[src/rtl/intra_block_fetcher.sv]
// Intra front-end fetcher: walks the frame in 4x4 luma blocks (raster order),
// reads four packed 2x2 words per block, and presents the assembled block with
// its top/left neighbour samples over a valid/ready handshake.
//
//   state  | meaning
//   -------+-----------------------------------------------------------
//   IDLE   | no frame in progress; waits for start
//   REQ    | one-cycle read strobe for the current 2x2 sub-block
//   WAIT   | read latency down-count; captures mem_rdata on terminal count
//   OUT    | block presented, held stable until blk_ready
module intra_block_fetcher #(
  parameter int FRAME_W_BLK = 106,
  parameter int FRAME_H_BLK = 60,
  parameter int ADDR_W      = 15,
  parameter int MEM_LAT     = 1
) (
  input  logic              clk,
  input  logic              reset,
  input  logic              start,
  output logic [ADDR_W-1:0] mem_addr,
  output logic              mem_rd,
  input  logic [31:0]       mem_rdata,
  output logic [127:0]      blk_pixels,
  output logic [31:0]       top_nbr,
  output logic [31:0]       left_nbr,
  output logic              top_avail,
  output logic              left_avail,
  output logic [6:0]        blk_x,
  output logic [5:0]        blk_y,
  output logic              blk_valid,
  input  logic              blk_ready,
  output logic              busy,
  output logic              frame_done
);

  localparam int IDX_W            = (FRAME_W_BLK > 1) ? $clog2(FRAME_W_BLK) : 1;
  localparam int ROW_WORDS        = 2 * FRAME_W_BLK;
  localparam logic [1:0] LAT_LOAD = 2'(MEM_LAT - 1);

  typedef enum logic [1:0] {S_IDLE, S_REQ, S_WAIT, S_OUT} state_t;

  state_t        state, state_nxt;
  logic [6:0]    bx;
  logic [5:0]    by;
  logic [1:0]    sub;
  logic [1:0]    lat_cnt;
  logic [127:0]  blk_reg;
  logic [31:0]   col_cache;
  logic [31:0]   row_cache [FRAME_W_BLK];
  logic          xfer, cap, last_bx, last_by;

  assign last_bx = (bx == 7'(FRAME_W_BLK - 1));
  assign last_by = (by == 6'(FRAME_H_BLK - 1));
  assign xfer    = (state == S_OUT) && blk_ready;
  assign cap     = (state == S_WAIT) && (lat_cnt == 2'd0);

  // State register; reset wins over everything and parks the FSM in IDLE.
  always_ff @(posedge clk) begin
    if (reset) state <= S_IDLE;
    else       state <= state_nxt;
  end

  // Next-state decode plus the read strobe/address for the current sub-block.
  always_comb begin
    state_nxt = state;
    mem_rd    = 1'b0;
    mem_addr  = '0;
    case (state)
      S_IDLE: if (start) state_nxt = S_REQ;
      S_REQ: begin
        mem_rd    = 1'b1;
        mem_addr  = ADDR_W'({by, sub[1]}) * ADDR_W'(ROW_WORDS) + ADDR_W'({bx, sub[0]});
        state_nxt = S_WAIT;
      end
      S_WAIT: if (cap) state_nxt = (sub == 2'd3) ? S_OUT : S_REQ;
      S_OUT:  if (blk_ready) state_nxt = (last_bx && last_by) ? S_IDLE : S_REQ;
      default: state_nxt = S_IDLE;
    endcase
  end

  // Indices, latency timer, block assembly, column cache and done pulse.
  always_ff @(posedge clk) begin
    if (reset) begin
      bx         <= '0;
      by         <= '0;
      sub        <= '0;
      lat_cnt    <= '0;
      blk_reg    <= '0;
      col_cache  <= '0;
      frame_done <= 1'b0;
    end else begin
      frame_done <= xfer && last_bx && last_by;
      if (state == S_IDLE && start) begin
        bx  <= '0;
        by  <= '0;
        sub <= '0;
      end
      if (state == S_REQ)                          lat_cnt <= LAT_LOAD;
      else if (state == S_WAIT && lat_cnt != 2'd0) lat_cnt <= lat_cnt - 2'd1;
      if (cap) begin
        // Sub-block (sx,sy) covers pixels (2sy..2sy+1, 2sx..2sx+1); bit 2 of
        // the pixel index selects the lower row, bit 0 the right column.
        blk_reg[{sub[1], 1'b0, sub[0], 1'b0, 3'b000} +: 8] <= mem_rdata[7:0];
        blk_reg[{sub[1], 1'b0, sub[0], 1'b1, 3'b000} +: 8] <= mem_rdata[15:8];
        blk_reg[{sub[1], 1'b1, sub[0], 1'b0, 3'b000} +: 8] <= mem_rdata[23:16];
        blk_reg[{sub[1], 1'b1, sub[0], 1'b1, 3'b000} +: 8] <= mem_rdata[31:24];
        sub <= sub + 2'd1;
      end
      if (xfer) begin
        col_cache <= {blk_reg[127:120], blk_reg[95:88], blk_reg[63:56], blk_reg[31:24]};
        if (last_bx) begin
          bx <= '0;
          by <= last_by ? 6'd0 : by + 6'd1;
        end else begin
          bx <= bx + 7'd1;
        end
      end
    end
  end

  // Bottom-row cache per block column; contents are masked by top_avail.
  always_ff @(posedge clk) begin
    if (!reset && xfer) row_cache[bx[IDX_W-1:0]] <= blk_reg[127:96];
  end

  assign top_avail  = (by != 6'd0);
  assign left_avail = (bx != 7'd0);
  assign top_nbr    = top_avail  ? row_cache[bx[IDX_W-1:0]] : 32'd0;
  assign left_nbr   = left_avail ? col_cache : 32'd0;
  assign blk_pixels = blk_reg;
  assign blk_x      = bx;
  assign blk_y      = by;
  assign blk_valid  = (state == S_OUT);
  assign busy       = (state != S_IDLE);

endmodule

[config.mk]
export PLATFORM = sky130hd
export DESIGN_NAME = intra_block_fetcher
export DESIGN_NICKNAME = d
export VERILOG_FILES = /design/src/rtl/intra_block_fetcher.sv
export SDC_FILE = /design/constraint.sdc
export NUM_CORES = 2
export LEC_CHECK = 0
export CAP_MARGIN = 40
export CELL_PAD_IN_SITES_DETAIL_PLACEMENT = 2
export CELL_PAD_IN_SITES_GLOBAL_PLACEMENT = 2
export CORE_ASPECT_RATIO = 0.7
export CORE_MARGIN = 5
export CORE_UTILIZATION = 40
export CTS_CLUSTER_DIAMETER = 40
export CTS_CLUSTER_SIZE = 8
export DETAILED_ROUTE_END_ITERATION = 6
export DONT_BUFFER_PORTS = 1
export GPL_TIMING_DRIVEN = 0
export PLACE_DENSITY_LB_ADDON = 0.1
export RECOVER_POWER = 50
export SYNTH_ARGS = -nofsm -noshare
export SYNTH_HDL_FRONTEND = slang
export SYNTH_SLANG_ARGS = --single-unit
[constraint.sdc]
create_clock -name clk -period 6.5 [get_ports clk]
set_input_delay 1.3 -clock clk [delete_from_list [all_inputs] [get_ports clk]]
set_output_delay 1.3 -clock clk [all_outputs]
set_load 0.02 [all_outputs]
Word level (Yosys, flattened, before mapping)
Memory sizes are Yosys's and may differ from the RTL's. A register that Yosys moved wholly into a read port is not among the register bits. Cells that the tools add are included.

Register bits after elaboration: 180. Bits in writable memories: 3392. Input bits: 36. Output and inout port bits: 226. Memories: 1.

Add/subtract/negate cells: 9. Multipliers: 1. Equal/unequal tests: 9. Shift operators: 8. Muxes and demuxes: 27. Reductions and logical operators: 19.

Memory list: row_cache (words 106, width 32, rd ports 1, clocked after Yosys merged registers in 1, write ports 1, line 49) `logic [31:0] row_cache [FRAME_W_BLK];`.

Operators with widths (number): $bwmux W128 (4); $shift A8 B9 Y128 const A (4); $shiftx A8 B9 Y128 (4); $mux W32 (2); $neg A7 Y9 (4); $mux W7 (5); $mux W6 (4); $add A15 B8 Y15 (1); $mux W15 (1); $mul A7 B6 Y13 const B (1); $mux W2 (6); $logic_and A1 B1 Y1 (8); $pmux W2 S4 (1); $reduce_bool A2 Y1 (4); $add A7 B1 Y7 const B (1); $eq A7 B7 Y1 const B (1); $reduce_bool A7 Y1 (1); $add A6 B1 Y6 const B (1); $eq A2 B2 Y1 const B (3); $eq A6 B6 Y1 const B (1); $reduce_bool A6 Y1 (1); $logic_not A2 Y1 (2); $mux W1 (4); $ne A2 B2 Y1 const B (2); other kinds (7) (7).

Depth between registers and ports, before layout
Word-level depth: 6. Mapped depth: 13.

Worst setup path after synthesis
Ideal clock, no wire load.

Path type: input to register. Start point: in reset. End point: mem row_cache[31][0], enable pin. Arrival: 5.014 ns. Data required time: 5.999 ns. Path slack: 0.985 ns. Cell stages on the path: 4. Buffers on the path: 3. Path through: clkbuf_1 clkbuf_1 clkbuf_1 nor4_1.

Longest elaborated chain between the ends: 4.

RTL lines: start, declared (line 18) `input logic reset,`; $logic_not A1 Y1 (line 123) `if (!reset && xfer) row_cache[bx[IDX_W-1:0]] <= blk_reg[127:96];`; $logic_and A1 B1 Y1 (line 123); $mux W1 (line 123); $mux W1 (not written as such) (line 123); end, declared (line 49).

Every way passes these cells.

==> results.md <==
* Status: complete, but fails checks
* Failing checks: capacitance limit, slew limit, setup timing
* Reg clk slew, reported paths at 50 ps
* DR vias/cell at 7.082
* Fin Clk Skew at 51.85 ps
* Cells after DPL at 11.67k
* Initial Utilization at 40.27%
* Via count at 88.17k
* Final worst slack at -226.3 ps
* RD Place Congestion at 0.9412
* Fmax at 0.1487 GHz
* Number of global-route vias before repair at 85.18k
* Rows at 180
* Synth Area in Simple Gates at 2.809%
* Top_reg_cell synth: edfxtp_1
* Grt total ovfl at 0
* Final WL at 696.5 mm
* Hold Vio Cnt, Final at 0
* 1st-iter DRT viols at 18.04k
* Cts hold-fix bufs at 0
* CP max FO at 10
* Synth-to-Final Area Change at 22.86%
* Pins Over Slew Limit at 2,105
* Actual slew at the worst max-slew pin at 4741 ps
* Final TNS setup at -1646 ps
* Post-synth top cells: 3,392 x edfxtp_1, 863 x mux4_2, 300 x nand2_1, 239 x nor2_1
* Max transition margin at -216.0%
* Core Region at 344,400 um2
* Post-Syn Area at 138,700 um2
* Drt drc at 0
* Setup crit start kind: flop
* R2R depth at 2
* 1st-pass router iterations at 7
* Antenna Violating Nets Remaining at 0
* CP peak stage delay at 950 ps
* CP Class: reg -> out
* Async SR Flop Fraction at 0%
* Post-synth EDFFs at 3,392
* Die area at 358,700 um2
* Period utilisation layout at 103.5%
* Die W at 713.7 um
* Post-synthesis mux area share at 15.73%
* Synth top area cells: edfxtp_1 73%, mux4_2 14%, dfxtp_1 2.7%
* Slack of the worst reg-to-reg path at 150 ps
* CP delay by family, top: buffers and inverters
* Yosys warnings at 0
* Crit path DAT at 5430 ps
* # port buffers at 0
* Worst Hold Launch: col_cache[21]
* Synthesized instance count at 6,618
* Global Route Usage Sum at 38.34%
* Crit end category: output port
* Most common cell in the netlist: edfxtp_1
* Max-Cap Viols at 40
* I/O pins at 262
* Final Critical Period at 6726 ps
* Synth Area in Compound Gates at 2.972%
* Yosys top cell by area: edfxtp_1
* Hold Crit Class: reg -> reg
* First-pass GRT wire length at 892.9 mm
* Final setup viols at 19
* Peak supply drop at 0.2444 mV
* Synth Area in Adders at 0.5847%
* Cells along the critical path: buf_2 -> buf_4 -> buf_2 -> buf_2 -> buf_12 -> nand2_1 -> o22ai_1 -> a21oi_1 -> a221oi_1 -> a21oi_2
* Post-synthesis sequential area ratio at 76.16%
* CP bufs+invs at 5
* Root Buffer: clkbuf_16
* H-tree Lvls at 6
* Most used cell, CP: buf_2
* Yosys top cell area share at 73.46%
* WL per Instance at 55.95 um
* WP data required at 5200 ps
* Final instance count without filler cells at 12.45k
* Clock buffer count from CTS at 551
* Sink Count at 3,579
* Unrepaired setup endpoints after global routing: false
* Hpwl dp at 496.9 mm
* FILL cells at 29.65k
* Post-synthesis register bit count at 3,579
* Crit-path slowest cell: a221oi_1
* Layout cells sized above 1 at 30.87%
* Critical R2R Capture: row_cache[16][8]
* XOR/XNOR Fraction of Synth Area at 0.05685%
* Synth Area per Inst at 20.95 um2
* CTS tree: built
* Hold Crit Endpoint: col_cache[21]
* Critical R2R Launch: blk_pixels[104]
* Mapped Nets at 6,714
* Worst-Skew Late Latency at 960 ps
* Largest family of logic cells by synthesized area: multiplexers
* Clock buffer depth at 4
* Initial antenna violation count at 97
* Cell variety after synth at 81
* Largest net degree at the start of global routing at 99
* PwrDens at 303.7 nW/um2
* Hold Path Stages at 2
* Leakage at 56.45 nW
* Die height at 502.6 um
* Final net count at 7,780
## per-stage QoR
stage | cell area [um2] | utilization, % | hold WS [ps] | total power [mW] | setup WS [ps]
after floorplan | 138700 | - | 431.7 | 25.50 | 985.0
after global placement | 144400 | 41.92 | 438.4 | 25.61 | -10520
after detailed placement | 154800 | 44.95 | 449.5 | 25.61 | -89.01
after CTS | 170600 | 49.53 | 446.4 | 51.74 | 0.6262
after global routing | 170300 | 49.45 | 483.7 | 52.88 | 1.769
final | 170400 | 49.47 | 457.3 | 51.74 | -226.3
## placed cells by master (no fill, tap or decap), types with 16 or more instances in the layout
cell       netlist  layout
diode_2          0      39
ha_1            52      52
buf_2           85      67
a21oi_1        187     182
nor2b_1         20      20
o21ai_0         57      54
o22ai_1         31      29
buf_4           56     150
nor2_4           0     102
buf_8            8      57
nor2_1         239     134
nand3_1        132     127
mux4_2         863     863
and2_1          56      55
buf_16           0      99
clkbuf_4         0      18
mux2i_1        174     171
buf_1           31      19
clkinv_1         4      26
a221oi_1        28      25
clkbuf_1       153     204
a22oi_1        109     106
clkinv_2         0      16
and3_1          17      17
clkbuf_2         0      28
inv_1           37      37
buf_6           38      81
dfxtp_1        187     181
nand2_1        300     296
buf_12           5     234
edfxtp_1      3392    3392
clkbuf_16        0     574
mux2_2          21      21
a211oi_1        51      44
nor3_1          31      30
## report_power, final
part	total, mW	switching (mW)	internal (mW)
clock	26.5	10.4	16.1
combinational	0.283	0.193	0.0899
sequential	24.9	0.0190	24.9
total	51.7	10.6	41.1
## layout make-up
cell class                      count  area, um2  area share, %
Antenna cell                       39      97.59        0.05729
Buffer                            374       2391          1.403
Clock buffer                      651      14680          8.619
Clock inverter                     79      793.3         0.4656
Inverter                           43      162.7        0.09548
Multi-Input combinational cell   2620      31770          18.65
Sequential cell                  3579     105600          61.99
Tap cell                         4550       5693          3.342
Timing Repair Buffer              515       9155          5.374
## metal layers
| layer | vias to the layer above | track usage, % | share of wire, % |
|---|---|---|---|
| met2 | 8432 | 53.90 | 42 |
| li1 | 29740 | - | - |
| met4 | 56 | 20.82 | 6.6 |
| met5 | - | 0.5829 | 0.090 |
| met3 | 2041 | 15.50 | 15 |
| met1 | 47910 | 50.82 | 37 |
## how the worst max path moves through the flow
stage,to,slack (ps),cells after the start
4_1_cts,top_nbr[31],0.6,10
3_3_place_gp,row_cache[63][25],-10520,4
5_1_grt,mem_addr[14],2,10
3_5_place_dp,top_nbr[9],-90,12
2_1_floorplan,row_cache[31][0],990,4
6_report,top_nbr[1],-230,10
## state kept, by name (all words and copies together) (netlist names), named ones only
signal and cells:
col_cache 32, blk_pixels 128, sub 2, frame_done 1, row_cache 3392, blk_y 6, lat_cnt 2, state 2
blk_x 7
## cells by family (layout without fill, tap and decap cells)
| kind of cell | after synthesis | in the layout |
|---|---|---|
| other cells | 0 | 39 |
| fa+ha+maj | 60 | 60 |
| buf+inv | 419 | 1662 |
| xor+xnor | 9 | 9 |
| mux | 1073 | 1073 |
| simple gates | 865 | 865 |
| compound gates | 613 | 613 |
| flops | 3579 | 3579 |
## worst register-to-register path: stages (launching register included)
cell,delay (ps)
dfxtp_1,1060
clkbuf_1,2480
dlymetal6s4s_1,2160
## what timing repair did
action,CTS,global route
pin swaps,1,1
resized for setup,93,20
setup endpoints to repair,34,12
setup buffers,0,1
Power figures use the tool's default switching activity.
